===== config.mk =====
export PLATFORM = sky130hd
export DESIGN_NAME = ifetch_unit
export DESIGN_NICKNAME = d
export VERILOG_FILES = /design/src/rtl/ifetch_unit.sv
export SDC_FILE = /design/constraint.sdc
export NUM_CORES = 1
export LEC_CHECK = 0
export BUFFER_PORTS_ARGS = -buffer_cell sky130_fd_sc_hd__buf_2
export CAP_MARGIN = 30
export CORE_MARGIN = 5
export CORE_UTILIZATION = 50
export DETAILED_ROUTE_END_ITERATION = 10
export PLACE_DENSITY_LB_ADDON = 0.1
export REMOVE_ABC_BUFFERS = 1
export SETUP_SLACK_MARGIN = 0.05
export SYNTH_ARGS = -nofsm -noshare
export SYNTH_HDL_FRONTEND = slang
export SYNTH_SLANG_ARGS = --single-unit

===== constraint.sdc =====
create_clock -name clk -period 5.64 [get_ports clk]
set_clock_uncertainty 0.05 [all_clocks]
set_input_delay 1.128 -clock clk [delete_from_list [all_inputs] [get_ports clk]]
set_output_delay 1.128 -clock clk [all_outputs]
set_load 0.02 [all_outputs]

===== src/rtl/ifetch_unit.sv =====
// Instruction fetch unit: fetch_pc register feeding a 2-entry prefetch FIFO of {instr, pc}.
// Optional stall-cycle performance counter guarded by IFETCH_PERF_EN.
`ifndef MEMADDRSIZE
`define MEMADDRSIZE 8
`endif
`ifndef DATASIZE
`define DATASIZE 32
`endif

module ifetch_unit #(
  parameter logic [`MEMADDRSIZE-1:0] RESET_PC  = '0,
  parameter int                      MEM_WORDS = 31
) (
  input  logic                    clk,
  input  logic                    rst_n,
  output logic [`MEMADDRSIZE-1:0] imem_addr,
  input  logic [`DATASIZE-1:0]    imem_data,
  input  logic                    stall,
  input  logic                    redirect,
  input  logic [`MEMADDRSIZE-1:0] redirect_pc,
  output logic [`DATASIZE-1:0]    instr,
  output logic [`MEMADDRSIZE-1:0] instr_pc,
  output logic                    instr_valid,
`ifdef IFETCH_PERF_EN
  output logic [15:0]             perf_stall_cnt,
`endif
  output logic                    fetch_done
);

  localparam int AW = `MEMADDRSIZE;
  localparam int DW = `DATASIZE;
  localparam logic [AW-1:0] LAST_PC = AW'(MEM_WORDS - 1);

  typedef struct packed {
    logic [DW-1:0] data;
    logic [AW-1:0] pc;
  } entry_t;

  entry_t        slot0, slot1;   // slot0 is always the head
  entry_t        new_ent;
  logic [1:0]    count;
  logic [AW-1:0] fetch_pc;
  logic          halted;
  logic          pop, push;

  assign new_ent.data = imem_data;
  assign new_ent.pc   = fetch_pc;

  assign pop  = (count != 2'd0) && !stall && !redirect;
  assign push = !redirect && !halted && (!count[1] || pop);

  assign imem_addr   = fetch_pc;
  assign instr       = slot0.data;
  assign instr_pc    = slot0.pc;
  assign instr_valid = (count != 2'd0);
  assign fetch_done  = halted;

  always_ff @(posedge clk or negedge rst_n) begin
    if (!rst_n) begin
      slot0    <= '0;
      slot1    <= '0;
      count    <= 2'd0;
      fetch_pc <= RESET_PC;
      halted   <= 1'b0;
    end else if (redirect) begin
      slot0    <= '0;
      slot1    <= '0;
      count    <= 2'd0;
      fetch_pc <= redirect_pc;
      halted   <= (32'(redirect_pc) >= 32'(MEM_WORDS));
    end else begin
      // Shift-style FIFO: a pop moves slot1 to the head, push lands behind the survivors.
      case ({push, pop})
        2'b11: begin
          if (count == 2'd1) slot0 <= new_ent;
          else begin
            slot0 <= slot1;
            slot1 <= new_ent;
          end
        end
        2'b10: begin
          if (count == 2'd0) slot0 <= new_ent;
          else               slot1 <= new_ent;
          count <= count + 2'd1;
        end
        2'b01: begin
          slot0 <= slot1;
          count <= count - 2'd1;
        end
        default: ;
      endcase
      if (push) begin
        if (fetch_pc == LAST_PC) halted <= 1'b1;
        else                     fetch_pc <= fetch_pc + AW'(1);
      end
    end
  end

`ifdef IFETCH_PERF_EN
  always_ff @(posedge clk or negedge rst_n) begin
    if (!rst_n)
      perf_stall_cnt <= 16'd0;
    else if (instr_valid && stall && perf_stall_cnt != 16'hFFFF)
      perf_stall_cnt <= perf_stall_cnt + 16'd1;
  end
`endif

endmodule


==> out/qor.txt <==
Outcome - complete, no violations
Final Power - 0.001431 W
Vias in the first global route - 3932
DIE AREA - 11260 um2
Wire per inst - 17.20 um
First-pass GRT wire length - 19.70 mm
Multiplexer share of the synthesized area - 7.667%
Endpoint class of the critical path - register
Initial DRC count - 186
Sink Count - 91
Most used routing layer - met2
First-pass iteration count of the detailed router - 4
Clk_lat worst skew - 340 ps
Adder-cell share of the synthesized area - 1.897%
Via density - 5.893
Post-Synth XOR/XNOR Area - 0.7586%
Max_cap viols - 0
Cells after Synth - 483
FF+latch area - 2277 um2
Fraction of layout cells with a size suffix above 1 - 22.32%
Post-Synth Simple-Gate Area - 11.16%
# port buffers - 93
Utilization after layout - 59.12%
Placed insts - 655
Power density over the cells - 265.8 nW/um2
Compound-Gate Fraction of Synth Area - 25.22%
Slowest-stage cell, CP - ha_2
Worst-case clock buffer depth - 2
Max Fanout on Critical Path - 40
CP cell instances - buf_2 > nor2_1 > nand2_1 > inv_1 > ha_2 > nand2b_1 > a21oi_4 > buf_4 > a22o_1
GRT overflow - 0
Sequential share of the synthesized area - 49.31%
Fin nets - 606
Largest net degree at the start of global routing - 68
Total GRT Usage - 21.29%
GR Util met1 - 29.48%
Die Wd - 106.1 um
Synth Cell Area - 4618 um2
Setup bufs post-CTS - 0
Req. time, crit path - 5870 ps
Synth-to-Final Area Change - 16.61%
Setup CP Type - in -> reg
Antenna cells - 0
Post-detailed-route DRC marker count - 0
Worst hold path class - reg -> reg
DRT Wirelength - 11.54 mm
Setup violators final - 0
Most frequent cells in the layout - nand2_1 (95), buf_2 (92), dfrtp_1 (91), a21oi_1 (74)
Placeable Area - 9109 um2
Final Critical Period - 3753 ps
Hold_buf cts - 0
RSZ-0062 raised after global routing - no
Largest family of logic cells by synthesized area - compound AO/OA/AOI/OAI gates
Post-synth cell types - 35
Maximum operating frequency - 0.2664 GHz
Cts bufs inserted - 9
Initial core utilization - 50.70%
Vias - 3954
Slowest cell delay on critical path - 750 ps
PostCTS Resize Cnt - 0
# IOs - 94
Post-route setup slack - 1887 ps
Mapped Avg Cell Area - 9.561 um2
Data arrival time of the worst path - 3990 ps
Post-route ant nets - 0
Slew @ Worst Pin - 849.7 ps
Final HPWL DP - 7.611 mm
CTS Root Cell - clkbuf_8
Row cnt - 35
Pre-CTS WS - 1510 ps
M2 GR Usage - 35.11%
Relative slew slack - 43.35%
M3 GR Usage - 3.400%
Initial antenna violation count - 0
Most common library cell in the layout ignoring fill and taps - nand2_1
Non-Filler Instances - 671
YS warnings - 0
Leak - 2.443 nW
GPL Wtd Cong - 0.8436
Hold_ws - 431.4 ps
H-tree levels - 3
Fill cells - 865
Clock-pin slew on the worst setup and hold paths - 90 ps
Max VDD drop - 0.0001304 V
Multi-input gate area - 2190 um2
Final Hold Vio Count - 0
Die H - 106.1 um
Crit share post-route - 66.55%
CTS tree - built
Slew Limit Fails - 0
Crit path launch type - input port
Yosys reg bits - 91
==> area by class of cell <==
cell class / count / share of cell area [%]
sequential: 91 / 42.29
clock inverter: 4 / 0.6273
inverter: 8 / 0.5576
tap: 111 / 2.579
multi-input combinational: 344 / 40.66
clock buffer: 12 / 2.881
timing repair buffer: 101 / 10.41
==> path summary, 6_finish.rpt <==
path | depth (start not counted) | to | slack, ps | startpoint
max in group asynchronous | 2 | slot1[7] | 3770 | rst_n
setup reg to reg | 10 | instr[8] | 2110 | count[1]
setup / recovery | 9 | instr[8] | 1890 | redirect
min in group asynchronous | 1 | instr[6] | 610 | rst_n
hold / removal | 2 | instr[30] | 430 | instr[30]
hold reg to reg | 2 | instr[30] | 430 | instr[30]
==> metrics by stage <==
step / TNS, ps / cell area [um2]
floorplan: -5390 / 4464
global placement: 0 / 5149
detailed placement: 0 / 5196
CTS: 0 / 5385
global route: 0 / 5385
finish: 0 / 5385
==> state kept, by name (all words and copies together) (netlist names) <==
signal and flops:
imem_addr 8, count 2, fetch_done 1, instr_pc 8, instr 32, slot1 40
==> critical path: cells and delay by family <==
| family | cells | cell delay (ps) |
|---|---|---|
| buf+inv | 3 | 730 |
| simple gates | 3 | 610 |
| fa+ha+maj | 1 | 750 |
| compound gates | 2 | 740 |
==> cells in the mapped netlist, drive strengths merged <==
library cell  number  area share (%)
nand2             95             7.7
dfrtp             91              49
a21oi             75             8.1
clkbuf            33             2.7
a221oi            32             6.1
a22o              32             6.1
mux2i             32             6.9
o21ai             14             1.5
nor2              10            0.81
a22oi              9             1.5
inv                8            0.65
buf                7            0.65
ha                 7             1.9
nand3              5            0.54
a31oi              4            0.54
mux2               3            0.73
o211ai             3            0.60
or3                3            0.41
a211oi             2            0.33
nand2b             2            0.27
nor4               2            0.27
o21a               2            0.33
or4                2            0.33
xnor2              2            0.38
xor2               2            0.38
and3               1            0.14
nand4              1            0.14
o311ai             1            0.19
or2                1            0.14
or3b               1            0.19
or4b               1            0.22
==> cell families (layout without fill, tap and decap cells) <==
| logic type | Yosys count | in the layout |
|---|---|---|
| compound gates | 174 | 174 |
| simple gates | 124 | 124 |
| flops | 91 | 91 |
| buf+inv | 48 | 125 |
| mux | 35 | 35 |
| fa+ha+maj | 7 | 7 |
| xor+xnor | 4 | 4 |
==> power by group <==
| group | switching (W) | leakage (nW) | internal, W | total (W) |
|---|---|---|---|---|
| Sequential | 0.0000312 | 1.24 | 0.000689 | 0.000720 |
| Combinational | 0.000182 | 1.11 | 0.000110 | 0.000293 |
| Clock | 0.000231 | 0.0932 | 0.000188 | 0.000419 |
| Total | 0.000445 | 2.44 | 0.000987 | 0.00143 |
==> per-layer routing <==
metal / share of wire, % / vias up
met4: 1.1 / 0
met5: 0 / -
met2: 49 / 104
met1: 45 / 1923
li1: - / 1915
met3: 4.8 / 12
Power figures use the tool's default switching activity.
